`src/rtl/yuv_conv_arbiter_pkg.sv`:
```
// Shared definitions for the two-channel RGB->YUV arbiter.
// Holds the FSM encoding, BT.601 coefficients and pipeline bundles.
package yuv_conv_arbiter_pkg;

    localparam int PIX_W      = 24;
    localparam int CONV_SHIFT = 5;

    typedef enum logic [1:0] {
        ST_IDLE   = 2'd0,
        ST_GRANT0 = 2'd1,
        ST_GRANT1 = 2'd2
    } arb_state_e;

    localparam logic signed [15:0] C_YR = 16'sd10;
    localparam logic signed [15:0] C_YG = 16'sd19;
    localparam logic signed [15:0] C_YB = 16'sd4;
    localparam logic signed [15:0] C_UR = -16'sd5;
    localparam logic signed [15:0] C_UG = -16'sd9;
    localparam logic signed [15:0] C_UB = 16'sd14;
    localparam logic signed [15:0] C_VR = 16'sd20;
    localparam logic signed [15:0] C_VG = -16'sd16;
    localparam logic signed [15:0] C_VB = -16'sd3;

    typedef struct packed {
        logic [PIX_W-1:0] rgb;
        logic             chan;
    } stage_a_t;

    typedef struct packed {
        logic [PIX_W-1:0] yuv;
        logic             chan;
    } stage_b_t;

    function automatic logic [7:0] clamp8(input logic signed [15:0] x);
        if (x < 16'sd0) begin
            clamp8 = 8'd0;
        end else if (x > 16'sd255) begin
            clamp8 = 8'hFF;
        end else begin
            clamp8 = x[7:0];
        end
    endfunction

endpackage

```
`src/rtl/yuv_conv_arbiter_rgb2yuv.sv`:
```
// Combinational BT.601 RGB->YUV with 5-bit fixed-point coefficients.
// Each component is computed in signed 16 bits and clamped to 0..255.
module yuv_conv_arbiter_rgb2yuv
    import yuv_conv_arbiter_pkg::*;
(
    input  logic [PIX_W-1:0] rgb_i,
    output logic [PIX_W-1:0] yuv_o
);

    logic signed [15:0] r;
    logic signed [15:0] g;
    logic signed [15:0] b;
    logic signed [15:0] y_s;
    logic signed [15:0] u_s;
    logic signed [15:0] v_s;

    assign r = {8'd0, rgb_i[23:16]};
    assign g = {8'd0, rgb_i[15:8]};
    assign b = {8'd0, rgb_i[7:0]};

    assign y_s = (C_YR * r + C_YG * g + C_YB * b) >>> CONV_SHIFT;
    assign u_s = (C_UR * r + C_UG * g + C_UB * b) >>> CONV_SHIFT;
    assign v_s = (C_VR * r + C_VG * g + C_VB * b) >>> CONV_SHIFT;

    assign yuv_o = {clamp8(y_s), clamp8(u_s), clamp8(v_s)};

endmodule

```
`src/rtl/yuv_conv_arbiter.sv`:
```
// Two-channel burst arbiter feeding a 2-stage RGB->YUV pipeline.
// Fair round-robin with a per-grant burst limit and full backpressure.
module yuv_conv_arbiter
    import yuv_conv_arbiter_pkg::*;
#(
    parameter int BURST_LEN = 16
) (
    input  logic             clk,
    input  logic             rst_n,
    input  logic             s0_valid,
    output logic             s0_ready,
    input  logic [PIX_W-1:0] s0_rgb,
    input  logic             s1_valid,
    output logic             s1_ready,
    input  logic [PIX_W-1:0] s1_rgb,
    output logic             m_valid,
    input  logic             m_ready,
    output logic [PIX_W-1:0] m_yuv,
    output logic             m_chan,
    output logic [15:0]      pix_cnt0,
    output logic [15:0]      pix_cnt1,
    output logic             busy
);

    localparam logic [8:0] BURST_W = 9'(BURST_LEN);

    arb_state_e state_q, state_d;
    logic [8:0] beat_q, beat_d;
    logic       last_q, last_d;
    logic       hold_q, hold_d;

    stage_a_t   a_q;
    logic       a_vld_q;
    stage_b_t   b_q;
    logic       b_vld_q;
    logic [15:0] cnt0_q;
    logic [15:0] cnt1_q;

    logic             advance;
    logic             a_space;
    logic             acc0;
    logic             acc1;
    logic             acc;
    logic             cur_v;
    logic             oth_v;
    arb_state_e       oth_st;
    logic [PIX_W-1:0] conv_yuv;

    assign advance = !b_vld_q || m_ready;
    assign a_space = !a_vld_q || advance;

    assign s0_ready = (state_q == ST_GRANT0) && !hold_q && a_space;
    assign s1_ready = (state_q == ST_GRANT1) && !hold_q && a_space;

    assign acc0 = s0_valid && s0_ready;
    assign acc1 = s1_valid && s1_ready;
    assign acc  = acc0 || acc1;

    assign cur_v  = (state_q == ST_GRANT1) ? s1_valid : s0_valid;
    assign oth_v  = (state_q == ST_GRANT1) ? s0_valid : s1_valid;
    assign oth_st = (state_q == ST_GRANT1) ? ST_GRANT0 : ST_GRANT1;

    // Grant decision, burst counting and one-cycle bubble on burst switch.
    always_comb begin
        state_d = state_q;
        beat_d  = beat_q;
        last_d  = last_q;
        hold_d  = 1'b0;
        if (acc) begin
            last_d = acc1;
        end
        unique case (state_q)
            ST_IDLE: begin
                beat_d = '0;
                if (s0_valid && (!s1_valid || last_q)) begin
                    state_d = ST_GRANT0;
                end else if (s1_valid) begin
                    state_d = ST_GRANT1;
                end
            end
            ST_GRANT0, ST_GRANT1: begin
                if (!cur_v) begin
                    beat_d  = '0;
                    state_d = oth_v ? oth_st : ST_IDLE;
                end else if (acc) begin
                    if (beat_q + 9'd1 == BURST_W) begin
                        beat_d = '0;
                        if (oth_v) begin
                            state_d = oth_st;
                            hold_d  = 1'b1;
                        end
                    end else begin
                        beat_d = beat_q + 9'd1;
                    end
                end
            end
            default: begin
                state_d = ST_IDLE;
                beat_d  = '0;
            end
        endcase
    end

    // Arbiter state registers.
    always_ff @(posedge clk or negedge rst_n) begin
        if (!rst_n) begin
            state_q <= ST_IDLE;
            beat_q  <= '0;
            last_q  <= 1'b1;
            hold_q  <= 1'b0;
        end else begin
            state_q <= state_d;
            beat_q  <= beat_d;
            last_q  <= last_d;
            hold_q  <= hold_d;
        end
    end

    // Stage A captures the accepted pixel and its source channel.
    always_ff @(posedge clk or negedge rst_n) begin
        if (!rst_n) begin
            a_vld_q <= 1'b0;
            a_q     <= '0;
        end else if (a_space) begin
            a_vld_q <= acc;
            if (acc) begin
                a_q <= '{rgb: (acc1 ? s1_rgb : s0_rgb), chan: acc1};
            end
        end
    end

    yuv_conv_arbiter_rgb2yuv u_conv (
        .rgb_i (a_q.rgb),
        .yuv_o (conv_yuv)
    );

    // Stage B holds the converted pixel until downstream accepts it.
    always_ff @(posedge clk or negedge rst_n) begin
        if (!rst_n) begin
            b_vld_q <= 1'b0;
            b_q     <= '0;
        end else if (advance) begin
            b_vld_q <= a_vld_q;
            if (a_vld_q) begin
                b_q <= '{yuv: conv_yuv, chan: a_q.chan};
            end
        end
    end

    // Per-channel accepted-pixel counters, free-running wrap.
    always_ff @(posedge clk or negedge rst_n) begin
        if (!rst_n) begin
            cnt0_q <= '0;
            cnt1_q <= '0;
        end else begin
            cnt0_q <= cnt0_q + {15'd0, acc0};
            cnt1_q <= cnt1_q + {15'd0, acc1};
        end
    end

    assign m_valid  = b_vld_q;
    assign m_yuv    = b_q.yuv;
    assign m_chan   = b_q.chan;
    assign pix_cnt0 = cnt0_q;
    assign pix_cnt1 = cnt1_q;
    assign busy     = (state_q != ST_IDLE) || a_vld_q || b_vld_q;

endmodule

```
`config.mk`:
```
export PLATFORM = sky130hd
export DESIGN_NAME = yuv_conv_arbiter
export DESIGN_NICKNAME = d
export VERILOG_FILES = /design/src/rtl/yuv_conv_arbiter_pkg.sv /design/src/rtl/yuv_conv_arbiter_rgb2yuv.sv /design/src/rtl/yuv_conv_arbiter.sv
export SDC_FILE = /design/constraint.sdc
export NUM_CORES = 1
export LEC_CHECK = 0
export CAP_MARGIN = 20
export CORE_ASPECT_RATIO = 1.4
export CORE_UTILIZATION = 45
export DETAILED_ROUTE_END_ITERATION = 10
export PLACE_DENSITY_LB_ADDON = 0.12
export SLEW_MARGIN = 20
export SYNTH_ARGS = -nofsm -noshare
export SYNTH_HDL_FRONTEND = slang
export SYNTH_SLANG_ARGS = --single-unit
```
`constraint.sdc`:
```
create_clock -name clk -period 6.3 [get_ports clk]
set_input_delay 1.26 -clock clk [delete_from_list [all_inputs] [get_ports clk]]
set_output_delay 1.26 -clock clk [all_outputs]
set_load 0.01 [all_outputs]
```
# Word level (Yosys, flattened, before mapping)
# Index checks and enable logic that the tools add are counted.
# op_classes
addsub	10
magnitude_cmp	6
n_reduce_logical	23
mux	27
n_eq_ne	7
n_mul	7
# ops
operator	count
adder 16 bit	3
two-way mux 8 bit	6
two-way mux 9 bit	4
greater-than comparator 11 x 9 -> 1 bit (second input constant)	3
less-than comparator 11 x 1 -> 1 bit (second input constant)	3
multiplier 3 x 8 -> 11 bit (first input constant)	3
adder 16 x 1 -> 16 bit	2
two-way mux 24 bit	1
adder 16 x 11 -> 16 bit	1
adder 16 x 12 -> 16 bit	1
adder 16 x 13 -> 16 bit	1
two-way mux 2 bit	8
multiplier 5 x 9 -> 14 bit (first input constant)	1
multiplier 4 x 9 -> 13 bit (first input constant)	1
multiplier 5 x 8 -> 13 bit (first input constant)	1
multiplier 3 x 9 -> 12 bit (first input constant)	1
inequality test 3 bit (second input constant)	4
negator 8 -> 12 bit	1
adder 9 x 1 -> 9 bit (second input constant)	1
equality test 9 x 5 -> 1 bit (second input constant)	1
logical AND 1 bit	7
two-way mux 1 bit	7
logical OR 1 bit	6
logical NOT 1 bit	4
8 further kinds	9
# totals
wordCells	92
reg_bits	97
output_inout_bits	61
in_bits	53

# Depth between registers and ports, before layout
# logic_depth
word_depth	9
mapped_depth	27
depth_no_buf	27

# Modules after synthesis
# From an unflattened synthesis, not the netlist that was laid out.
# unflattened
cells_unflattened	948
area_unflattened_um2	9560.4
# modules_own_cells
module	seq_area_each_um2	cells_per_inst	area_per_inst_um2	n_inst
yuv_conv_arbiter_rgb2yuv	0.0	581	5275.1	1
yuv_conv_arbiter	2428.6	367	4285.4	1

# Least setup slack after synthesis
# No wires, ideal clock.
# synth_path
path_type	register to register
from	register a_q[11] (netlist name)
to	register b_q, in the netlist m_yuv[11]
path_stages_with_launch	26
period_less_slack_ps	5422
arrival_time_ps	5291
path_slack_ps	878
path_buffers	0
cell_sequence	dfrtp_1 > inv_1 > fa_1 > inv_1 > ha_1 > fa_1 > fa_1 > a21oi_1 > nor2_1 > nor2_1 > o21bai_1 > a21oi_1 > o21bai_1 > a21oi_1 > xor2_1 > fa_1 > inv_1 > ha_1 > nand2_1 > o21ai_0 > nor2_1 > a21oi_1 > xnor2_1 > o211ai_2 > a21oi_1 > o21ai_0
# synth_via
elab_chain_cells	6
elab_cells_between_ends	7
# synth_rtl
item	line_no	text
start, declared	yuv_conv_arbiter.sv:32	stage_a_t a_q;
start signal, assigned	yuv_conv_arbiter.sv:127	a_q <= '{rgb: (acc1 ? s1_rgb : s0_rgb), chan: acc1};
multiplier 5 x 9 -> 14 bit *	yuv_conv_arbiter_rgb2yuv.sv:22	assign u_s = (C_UR * r + C_UG * g + C_UB * b) >>> CONV_SHIFT;
adder 16 bit *	yuv_conv_arbiter_rgb2yuv.sv:22	
adder 16 x 13 -> 16 bit *	yuv_conv_arbiter_rgb2yuv.sv:22	
greater-than comparator 11 x 9 -> 1 bit	yuv_conv_arbiter_pkg.sv:37	end else if (x > 16'sd255) begin
two-way mux 8 bit	yuv_conv_arbiter_pkg.sv:37	
two-way mux 8 bit *	yuv_conv_arbiter_pkg.sv:35	if (x < 16'sd0) begin
end signal, assigned	yuv_conv_arbiter.sv:145	b_q <= '{yuv: conv_yuv, chan: a_q.chan};
end, declared	yuv_conv_arbiter.sv:34	stage_b_t b_q;
# Every way passes the cells marked *; elsewhere a longest branch is shown, timed or not.
# A chain may end at the register's enable or synchronous reset.

# Worst setup path after layout
# Same ends and word-level chain as after synthesis.

==> flow_summary_export.csv <==
group,metric,value,unit
finish,num_antenna_cells,0,
global_routing,global_route_wire_length_before_repair,37300,µm
synthesis,synth_edf_count,0,
clock_network,cts-buffers-inserted,9,
finish,area_delta_synth_final,18.2,%
timing,final.setup.worst_slack,0.607,ns
placement,dp_hpwl,17900,µm
timing,worst-slew-pin-transition,0.889,ns
finish,layout.core_utilization,0.548,
finish,fin_nets,1409,
global_routing,pin_count_of_the_biggest_net_entering_global_routing,59,
synthesis,yosys_warnings,0,
clock_network,holdBufCountCts,0,
timing,fmaxAchievable,176,MHz
worst_setup_path,critPathSlowestCell,"fa_1",
drt,routed-via-count,7275,
timing,setup_tns,0,ns
placement,gp_congestion,0.855,
synthesis,post_synth_instance_area,0.00960,mm²
synthesis,synthesis.instances,1021,
floorplan,initial_utilization,0.463,
synthesis,ys_flop_type,"dfrtp_1",
drt,post-route-drc-count,2,
synthesis,netlist_top_cells_area,"dfrtp_1, ha_1, fa_1",
global_routing,via_count_of_the_first_global_routing_pass,7587,
worst_setup_path,crit_arrival,5.93,ns
drt,drt-total-wl,22600,µm
status,failed_checks,"design-rule violations",
synthesis,syn_avg_cell_area,9.40,µm²
floorplan,die_x_extent,125,µm
finish,nFillCells,1904,
placement,pre_cts_slack,0.336,ns
hold_path,hold_path.class,"flip-flop to flip-flop",
clock_network,clock_sink_count,97,
clock_network,clock-root-buffer,"clkbuf_16",
global_routing,grt_antenna_before_repair,0,
worst_setup_path,cp-start-kind,"flip-flop",
floorplan,num_rows,62,
status,run_status,"complete, but fails checks",
floorplan,fp.dieArea,0.0219,mm²
floorplan,die_h,175,µm
synthesis,synthTopCellsByCount,"ha_1, inv_1, dfrtp_1",
floorplan,core-area,0.0207,mm²
synthesis,number_of_different_library_cells_in_the_post_synthesis_netlist,55,
synthesis,syn_nets,1297,
clock_network,clock_tree_from_tritoncts,"built",
clock_network,cts-htree-levels,3,
timing,setup_violations,0,
timing,max-slew-margin-rel,0.402,
drt,first_iter_violations,194,
worst_setup_path,critical_path.max_fanout,8,
worst_setup_path,crit_top_cell,"a21oi_1",
worst_setup_path,timing.critical_path.slowest_cell_delay,0.50,ns
drt,drt_pass1_iterations,9,
clock_network,clock_latency,0.36,ns
global_routing,grt_usage,0.220,
timing,finalCriticalPeriod,5.69,ns
synthesis,synth_top_area_cell,"dfrtp_1",
worst_setup_path,critPathKind,"flip-flop to flip-flop",
placement,io_buf_count,113,
synthesis,postSynth.asyncResetShare,1.00,
synthesis,yosysMostFrequentCell,"ha_1",
drt,detail_route.wl_per_cell,16.2,µm
timing,hold_viol_final,0,
floorplan,num_io_pins,114,
timing,final_max_slew_viol_count,0,
timing,timing.final.crit_share,0.904,
worst_setup_path,end_kind,"flip-flop",
global_routing,globalRoute.totalOverflow,0,
worst_setup_path,worstPathRequired,6.54,ns
job,max-cap-violations,0,
clock_network,path_clk_slew,0.08,ns
drt,post_detailed_route_count_of_antenna_violating_nets,0,
drt,avgViaCountPerCell,5.22,
synthesis,synth_top_area_frac,0.250,
timing,finalClockSkew,0.0147,ns
synthesis,synth.ff_latch_count,97,
clock_network,ctsLongestPathBuffers,2,
finish,drive_gt1_frac,0.0422,
synthesis,sequential_share_of_the_synthesized_area,0.253,
stage by stage:
| stage | hold WS [ns] | area, µm² | cells |
|---|---|---|---|
| after floorplan | 0.436 | 9600 | 1021 |
| after global placement | 0.447 | 11000 | 1378 |
| after detailed placement | 0.451 | 11000 | 1378 |
| after CTS | 0.462 | 11300 | 1394 |
| after global routing | 0.494 | 11300 | 1394 |
| final | 0.461 | 11300 | 1394 |
registers in the layout, summed over array words and instances, names as in the netlist, 2 cells and up:
signal / cells
a_q: 25
beat_q: 9
m_yuv: 24
pix_cnt0: 16
pix_cnt1: 16
state_q: 2
worst max-delay path, delay by kind of cell (launching register included):
family	cells	cell delay (ns)
adders and majority gates	7	2.58
AOI/OAI and AO/OA	10	1.49
DFF	1	0.46
and+or+nand+nor	3	0.45
buffers and inverters	4	0.30
xor gates and xnor gates	2	0.28
metal layers:
layer,vias to the layer above,routed length [µm],GRT usage
met1,3475,9300,0.247
li1,3655,-,-
met2,110,11600,0.400
met5,-,0,0
met4,0,842,0.0971
met3,35,889,0.0426
final cells by class:
| class | instances | area (µm²) | area share |
|---|---|---|---|
| Tap cell | 256 | 320 | 0.0282 |
| Multi-Input combinational cell | 781 | 6640 | 0.586 |
| Inverter | 125 | 469 | 0.0414 |
| Timing Repair Buffer | 119 | 1170 | 0.103 |
| Sequential cell | 97 | 2430 | 0.214 |
| Clock inverter | 5 | 52.6 | 0.00463 |
| Clock buffer | 11 | 253 | 0.0223 |
kinds of logic (layout without fill, tap and decap cells):
| kind of cell | after synthesis | after routing | synth area share |
|---|---|---|---|
| mux | 2 | 2 | 0.00222 |
| compound gates | 178 | 178 | 0.123 |
| buf+inv | 143 | 260 | 0.0559 |
| flops | 97 | 97 | 0.253 |
| xor+xnor | 93 | 93 | 0.0849 |
| simple gates | 285 | 285 | 0.137 |
| fa+ha+maj | 223 | 223 | 0.343 |
final timing paths:
| path | from | end | slack, ns | cells past startpoint |
|---|---|---|---|---|
| min in group asynchronous | rst_n | a_q[2] | 0.90 | 1 |
| max | a_q[11] | m_yuv[11] | 0.61 | 26 |
| max in group asynchronous | rst_n | m_yuv[6] | 4.24 | 2 |
| min | last_q | last_q | 0.46 | 2 |
| min reg2reg | last_q | last_q | 0.46 | 2 |
| max reg2reg | a_q[11] | m_yuv[11] | 0.61 | 26 |
what timing repair did:
action / CTS / global route
hold endpoints to repair: 0 / 0
setup endpoints to repair: 0 / 8
resized for setup: 0 / 6
buffers inserted: 0 / 0
cells in the final DEF, fill, tap and decap left out, drive strengths merged, types with 2 or more instances in the layout:
cell type,Yosys,layout
ha,156,156
inv,125,129
clkdlybuf4s50,0,112
dfrtp,96,96
nand2,94,94
nor2,89,89
fa,67,67
xnor2,62,62
a21oi,56,56
xor2,31,31
nand3,29,29
a31oi,28,28
o21ai,27,27
a21o,16,16
o21bai,16,16
nor3,15,15
and3,13,13
clkbuf,18,11
nor2b,10,10
nand2b,10,10
o22ai,8,8
or3,7,7
buf,0,7
o22a,6,6
nand4,6,6
a211oi,4,4
o21a,3,3
and2,3,3
nor4,3,3
nand4b,2,2
a41o,2,2
o211ai,2,2
Power is left out: the tool's default activity adds up to more than one toggle a clock period on the data nets, which glitch-free logic cannot reach.
